File: config.mk
export PLATFORM = sky130hd
export DESIGN_NAME = uart_rx
export DESIGN_NICKNAME = d
export VERILOG_FILES = /design/src/rtl/uart_rx.sv
export SDC_FILE = /design/constraint.sdc
export NUM_CORES = 1
export LEC_CHECK = 0
export BUFFER_PORTS_ARGS = -buffer_cell sky130_fd_sc_hd__buf_2
export CORE_UTILIZATION = 25
export DETAILED_ROUTE_END_ITERATION = 8
export GPL_TIMING_DRIVEN = 0
export SLEW_MARGIN = 20
export SYNTH_ARGS = -nofsm -noshare
export SYNTH_HDL_FRONTEND = slang
export SYNTH_SLANG_ARGS = --single-unit
File: constraint.sdc
create_clock -name clk -period 2.4 [get_ports clk]
set_input_delay 0.6 -clock clk [delete_from_list [all_inputs] [get_ports clk]]
set_output_delay 0.6 -clock clk [all_outputs]
set_load 0.01 [all_outputs]
File: src/rtl/uart_rx.sv
// 8N1 UART receiver running from a 16x-oversampling baud strobe.
// Synchronises rx, centres on each bit and reports bytes or stop-bit framing errors.
module uart_rx #(
    parameter int DATA_BITS  = 8,
    parameter int OVERSAMPLE = 16
) (
    input  logic                 clk,
    input  logic                 reset,
    input  logic                 baud_tick,
    input  logic                 rx,
    output logic [DATA_BITS-1:0] data,
    output logic                 data_valid,
    output logic                 frame_error,
    output logic                 busy
);

    localparam int CNT_W  = (OVERSAMPLE > 2) ? $clog2(OVERSAMPLE) : 1;
    localparam int BIDX_W = (DATA_BITS > 1) ? $clog2(DATA_BITS) : 1;
    localparam logic [CNT_W-1:0]  HALF_TICK = CNT_W'(OVERSAMPLE / 2 - 1);
    localparam logic [CNT_W-1:0]  LAST_TICK = CNT_W'(OVERSAMPLE - 1);
    localparam logic [BIDX_W-1:0] LAST_BIT  = BIDX_W'(DATA_BITS - 1);

    typedef enum logic [2:0] {
        IDLE,
        START,
        DATA,
        STOP,
        BREAK
    } state_t;

    state_t                 state, state_nxt;
    logic                   rx_meta, rx_s;
    logic [CNT_W-1:0]       tick_cnt, tick_nxt;
    logic [BIDX_W-1:0]      bit_idx, idx_nxt;
    logic [DATA_BITS-1:0]   shift_reg, shift_nxt;
    logic [DATA_BITS-1:0]   data_nxt;
    logic                   valid_nxt, ferr_nxt;

    // Idle-high reset value keeps a released reset from looking like a start bit.
    always_ff @(posedge clk or negedge reset) begin
        if (!reset) begin
            rx_meta <= 1'b1;
            rx_s    <= 1'b1;
        end else begin
            rx_meta <= rx;
            rx_s    <= rx_meta;
        end
    end

    always_ff @(posedge clk or negedge reset) begin
        if (!reset) begin
            state       <= IDLE;
            tick_cnt    <= '0;
            bit_idx     <= '0;
            shift_reg   <= '0;
            data        <= '0;
            data_valid  <= 1'b0;
            frame_error <= 1'b0;
        end else begin
            state       <= state_nxt;
            tick_cnt    <= tick_nxt;
            bit_idx     <= idx_nxt;
            shift_reg   <= shift_nxt;
            data        <= data_nxt;
            data_valid  <= valid_nxt;
            frame_error <= ferr_nxt;
        end
    end

    always_comb begin
        state_nxt = state;
        tick_nxt  = tick_cnt;
        idx_nxt   = bit_idx;
        shift_nxt = shift_reg;
        data_nxt  = data;
        valid_nxt = 1'b0;
        ferr_nxt  = 1'b0;
        case (state)
            IDLE: begin
                if (baud_tick && !rx_s) begin
                    state_nxt = START;
                    tick_nxt  = '0;
                end
            end
            START: begin
                if (baud_tick) begin
                    if (tick_cnt == HALF_TICK) begin
                        // A start bit that is high again at its centre was noise.
                        if (rx_s) begin
                            state_nxt = IDLE;
                        end else begin
                            state_nxt = DATA;
                            tick_nxt  = '0;
                            idx_nxt   = '0;
                        end
                    end else begin
                        tick_nxt = tick_cnt + CNT_W'(1);
                    end
                end
            end
            DATA: begin
                if (baud_tick) begin
                    if (tick_cnt == LAST_TICK) begin
                        shift_nxt                = shift_reg >> 1;
                        shift_nxt[DATA_BITS-1]   = rx_s;
                        tick_nxt                 = '0;
                        if (bit_idx == LAST_BIT) state_nxt = STOP;
                        else                     idx_nxt   = bit_idx + BIDX_W'(1);
                    end else begin
                        tick_nxt = tick_cnt + CNT_W'(1);
                    end
                end
            end
            STOP: begin
                if (baud_tick) begin
                    if (tick_cnt == LAST_TICK) begin
                        tick_nxt = '0;
                        if (rx_s) begin
                            data_nxt  = shift_reg;
                            valid_nxt = 1'b1;
                            state_nxt = IDLE;
                        end else begin
                            ferr_nxt  = 1'b1;
                            state_nxt = BREAK;
                        end
                    end else begin
                        tick_nxt = tick_cnt + CNT_W'(1);
                    end
                end
            end
            BREAK: begin
                // Line held low must return high before another start is accepted.
                if (rx_s) state_nxt = IDLE;
            end
            default: state_nxt = IDLE;
        endcase
    end

    assign busy = (state != IDLE);

endmodule

==> reports/metrics.csv, run 1 <==
metric,value,unit
Yosys reg bits,30,
per-cell routed wire length,11.9,um
fill count,522,
Via Count,946,
DR pass1 iterations,4,
final WL,2450,um
Setup crit end kind,primary output,
CP startpoint kind,flip-flop,
Yosys cell types,39,
Root Buffer,clkbuf_8,
Worst EP required,1.80,ns
Cells after DPL,197,
DRC,0,
"Area growth, synth to finish",19.2,%
share of cells above drive strength 1,35.6,%
Synth Area per Inst,12.3,sq um
Crit Path Max Fanout,10,
GRT overflow,0,
max-slew violation count,0,
die span in x,76.6,um
CTS tree,built,
Leak Pwr,0.799,nW
Placement Rows,26,
cts hold-fix bufs,0,
core area,5240,sq um
register area,753,sq um
# Post-CTS Setup Buffers,0,
WP data arrival,1.50,ns
gpl congestion,0.813,
post-route ant nets,0,
pwr/cell area,890,nW/um^2
largest vdd supply drop,0.000471,V
Ports,15,
Starting Density,26.5,%
Synthesized Nets,120,
vias in the first global route,906,
H-tree depth,2,
area of the multi-input gates,601,sq um
Reg-to-Reg Start,tick_cnt[0]$_DFFE_PN0P_,
Setup CP Type,reg2out,
async set-reset flop share out of synthesis,100,%
Setup crit start,state[2]$_DFFE_PN0P_,
global-route wire length before repair,4330,um
largest net degree at the start of global routing,31,
Via density,4.61,
Final Hold Vio Count,0,
CTS buffer count,5,
IO Port Bufs,14,
Slew headroom,53.2,%
clock latency on the worst-skew pair,0.28,ns
leading area contributor after synthesis,dfrtp_1,
Die Height,76.6,um
register area share after synthesis,54.2,%
RSZ-0062 raised after global routing,no,
setup TNS,0,ns
Final nets,141,
"Clk pin slew, worst setup/hold paths",0.06,ns
worst slew pin tran,0.695,ns
final worst slack,0.304,ns
Power Total,1.48,mW
number of synthesized flops with an enable pin,0,
status,completed,
type of the most critical hold path,in2async,
die area,5860,sq um
top cell type's share of synthesized area,50.4,%
Final period util,87.3,%
Main synth FF type,dfrtp_1,
Max Clk Rate,0.477,GHz
top post-synthesis cells by area,"dfrtp_1 50%, mux2_2 13%, dfstp_2 3.8%",
post_cts resized,0,
Final Util,31.6,%
Tmin final,2.10,ns
"commonest non-fill, non-tap cell in the layout",dfrtp_1,
Clock Path Buffers,2,
"Cell Count, Final, Fillers Out",205,
Post-Syn Area,1390,sq um
Ant. Diodes,0,
Initial DRC Count,22,
DPL Wire Length,1670,um
final setup fails,0,
initial antenna violation count,0,
Final Skew,0.00540,ns
Ys Warns,0,
Gate Count Post-Synth,113,
most frequent cells in the layout,"28 x dfrtp_1, 16 x buf_2, 16 x mux2_2, 8 x nand2_1, 7 x o21ai_0",
Sink Count,30,
GRT Total Usage,9.48,%
pre-CTS WS,0.342,ns
max-capacitance violation count,0,
synth_stat cells (2+ instances only):
cell	n
o31ai_1	2
nand3b_1	2
nor3_1	3
buf_2	2
a21oi_1	3
dfstp_2	2
nor2_1	3
a31oi_1	3
ha_1	3
nor2b_1	2
inv_1	4
nand2_1	8
mux2i_1	2
o21ai_0	7
dfrtp_1	28
mux2_2	16
cell families after synthesis:
family | count (synthesis) | synth area share, %
flops | 30 | 54.2
xor+xnor | 1 | 0.630
simple gates | 30 | 14.4
mux | 19 | 15.2
fa+ha+maj | 3 | 2.70
buf+inv | 8 | 2.61
compound gates | 22 | 10.3
layout make-up:
type / count / share of cell area, %
Buffer: 4 / 1.28
Clock buffer: 5 / 4.15
Clock inverter: 3 / 2.42
Inverter: 4 / 0.906
Multi-Input combinational cell: 75 / 36.3
Sequential cell: 30 / 45.5
Tap cell: 70 / 5.29
Timing Repair Buffer: 14 / 4.23
power breakdown:
| part | internal [mW] | leakage, nW | switching (mW) |
|---|---|---|---|
| Sequential | 0.562 | 0.393 | 0.0468 |
| Clock | 0.305 | 0.0579 | 0.187 |
| Combinational | 0.160 | 0.349 | 0.215 |
| Total | 1.03 | 0.799 | 0.449 |
routing by layer:
metal	GRT usage (%)	wire length, um	up-vias
met5	0	0	-
met4	5.19	54	0
met2	14.0	1030	17
li1	-	-	454
met1	12.1	1270	469
met3	3.23	100	6
path summary, 6_finish.rpt:
kind	slack [ns]	depth (start not counted)	to
min in group clk	0.36	0	rx_s$_DFF_PN1_
worst max-delay path	0.30	3	busy
max in group asynchronous	1.61	1	data[0]$_DFFE_PN0P_
worst min-delay path	0.35	1	state[0]$_DFFE_PN0P_
worst max register to register	0.46	4	data[2]$_DFFE_PN0P_
worst min register to register	0.36	0	rx_s$_DFF_PN1_
worst max-delay path, stage by stage, from the launching register on:
cell and delay (ns):
dfrtp_1 0.43, clkbuf_1 0.24, or3_1 0.40, buf_2 0.14
through the flow:
step,area (sq um),hold slack [ns]
after detailed placement,1550,0.348
after CTS,1660,0.361
after global routing,1660,0.363
after global placement,1550,0.347
final,1660,0.353
after floorplan,1390,0.304
Note: power is estimated with default switching activity, not from simulation.
==> inputs of run 2 (changes only) <==
--- a/config.mk
+++ b/config.mk
@@ -6,7 +6,7 @@
 export NUM_CORES = 1
 export LEC_CHECK = 0
 export BUFFER_PORTS_ARGS = -buffer_cell sky130_fd_sc_hd__buf_2
-export CORE_UTILIZATION = 25
+export CORE_UTILIZATION = 43
 export DETAILED_ROUTE_END_ITERATION = 8
 export GPL_TIMING_DRIVEN = 0
 export SLEW_MARGIN = 20
==> reports/metrics.csv, run 2 (synthesis results as in run 1) <==
metric,value,unit,change
Final nets,141,,unchanged
Slew headroom,56.1,%,was 53.2%
Ant. Diodes,0,,unchanged
Tmin final,2.16,ns,was 2.10 ns
die span in x,58.9,um,was 76.6 um
Initial DRC Count,16,,was 22
status,completed,,unchanged
vias in the first global route,884,,was 906
WHS,0.287,ns,was 0.353 ns
max-slew violation count,0,,unchanged
"commonest non-fill, non-tap cell in the layout",dfrtp_1,,unchanged
Crit-path slowest cell,dfrtp_1,,unchanged
IO Port Bufs,14,,unchanged
Final Skew,0.00766,ns,was 0.00540 ns
Setup CP Type,reg2out,,unchanged
Starting Density,45.5,%,was 26.5%
Clock Path Buffers,2,,unchanged
CP cell instances,"clkbuf_1, or3_1, buf_2",,unchanged
Crit Path Max Fanout,10,,unchanged
global-route wire length before repair,4040,um,was 4330 um
core area,3050,sq um,was 5240 sq um
share of cells above drive strength 1,35.6,%,unchanged
max-capacitance violation count,0,,unchanged
Die Height,58.9,um,was 76.6 um
largest vdd supply drop,0.000386,V,was 0.000471 V
cts hold-fix bufs,0,,unchanged
CP max stage delay,0.44,ns,was 0.43 ns
Root Buffer,clkbuf_4,,was clkbuf_8
Final period util,89.9,%,was 87.3%
worst slew pin tran,0.652,ns,was 0.695 ns
CP startpoint kind,flip-flop,,unchanged
final WL,2330,um,was 2450 um
Sink Count,30,,unchanged
initial antenna violation count,0,,unchanged
Final Hold Vio Count,0,,unchanged
clock latency on the worst-skew pair,0.33,ns,was 0.28 ns
WP data arrival,1.56,ns,was 1.50 ns
"Clk pin slew, worst setup/hold paths",0.10,ns,was 0.06 ns
Via density,5.19,,was 4.61
Via Count,929,,was 946
"Area growth, synth to finish",13.6,%,was 19.2%
GRT overflow,0,,unchanged
Reg-to-Reg Start,tick_cnt[0]$_DFFE_PN0P_,,unchanged
GRT Total Usage,16.6,%,was 9.48%
Max Clk Rate,0.463,GHz,was 0.477 GHz
pwr/cell area,822,nW/um^2,was 890 nW/um^2
CTS buffer count,5,,unchanged
Setup crit start,state[2]$_DFFE_PN0P_,,unchanged
DRC,0,,unchanged
setup TNS,0,ns,unchanged
DPL Wire Length,1620,um,was 1670 um
Ports,15,,unchanged
post_cts resized,0,,unchanged
most frequent cells in the layout,"28 x dfrtp_1, 16 x buf_2, 16 x mux2_2, 8 x nand2_1, 7 x o21ai_0",,unchanged
post-route ant nets,0,,unchanged
die area,3460,sq um,was 5860 sq um
Setup crit end kind,primary output,,unchanged
RSZ-0062 raised after global routing,no,,unchanged
"Non-Filler Cell Area, Final",1580,sq um,was 1660 sq um
largest net degree at the start of global routing,31,,unchanged
Worst EP required,1.80,ns,about the same
per-cell routed wire length,13.0,um,was 11.9 um
fill count,299,,was 522
CTS tree,built,,unchanged
H-tree depth,2,,unchanged
DR pass1 iterations,4,,unchanged
type of the most critical hold path,in2async,,unchanged
final setup fails,0,,unchanged
Placed Area,1520,sq um,was 1550 sq um
Placement Rows,20,,was 26
# Post-CTS Setup Buffers,0,,unchanged
gpl congestion,0.806,,was 0.813
Leak Pwr,0.775,nW,was 0.799 nW
## run 2: routing by layer
layer  vias to the layer above  GRT usage [%]  wire length (um)
met5                         -              0                 0
met4                         0           10.5                68
met3                         6           6.15                85
met2                        17           23.2              1010
met1                       450           21.6              1160
li1                        456              -                 -
## run 2: where the power goes
part	internal, mW	total, mW	leakage [nW]	switching [mW]
clock	0.141	0.320	0.0343	0.180
combinational	0.159	0.372	0.349	0.213
sequential	0.561	0.605	0.393	0.0446
## run 2: final cells by class
class	count	area [sq um]	share of cell area [%]
plain buffers	4	21.3	1.35
clock buffers	6	51.3	3.25
clock inverters	2	12.5	0.792
inverters	4	15.0	0.951
multi-input cells	75	601	38.0
flip-flops and latches	30	753	47.7
well taps	44	55.1	3.49
repair buffers	14	70.1	4.44
## run 2: final timing paths
path                                   endpoint  slack (ns)  cells past startpoint
min reg2reg                      rx_s$_DFF_PN1_        0.36                      0
max                                        busy        0.24                      3
max reg2reg                 data[1]$_DFFE_PN0P_        0.47                      4
min                        state[0]$_DFFE_PN0P_        0.29                      1
max in group asynchronous  data_valid$_DFF_PN0_        1.69                      1
min in group clk                 rx_s$_DFF_PN1_        0.36                      0
## run 2: stage by stage
stage | worst slack (ns) | util (%) | total power, mW | cells
6_report | 0.241 | 51.7 | 1.30 | 179
5_1_grt | 0.178 | 51.7 | 1.39 | 179
4_1_cts | 0.228 | 51.7 | 1.31 | 179
3_5_place_dp | 0.351 | 49.6 | 0.987 | 171
3_3_place_gp | 0.380 | 49.6 | 0.979 | 171
2_1_floorplan | 0.701 | - | 0.898 | 113
## run 2: worst max-delay path, delay by kind of cell (launching register included)
family        cells  cell delay (ns)
simple gates      1             0.40
buf+inv           2             0.38
flops             1             0.44
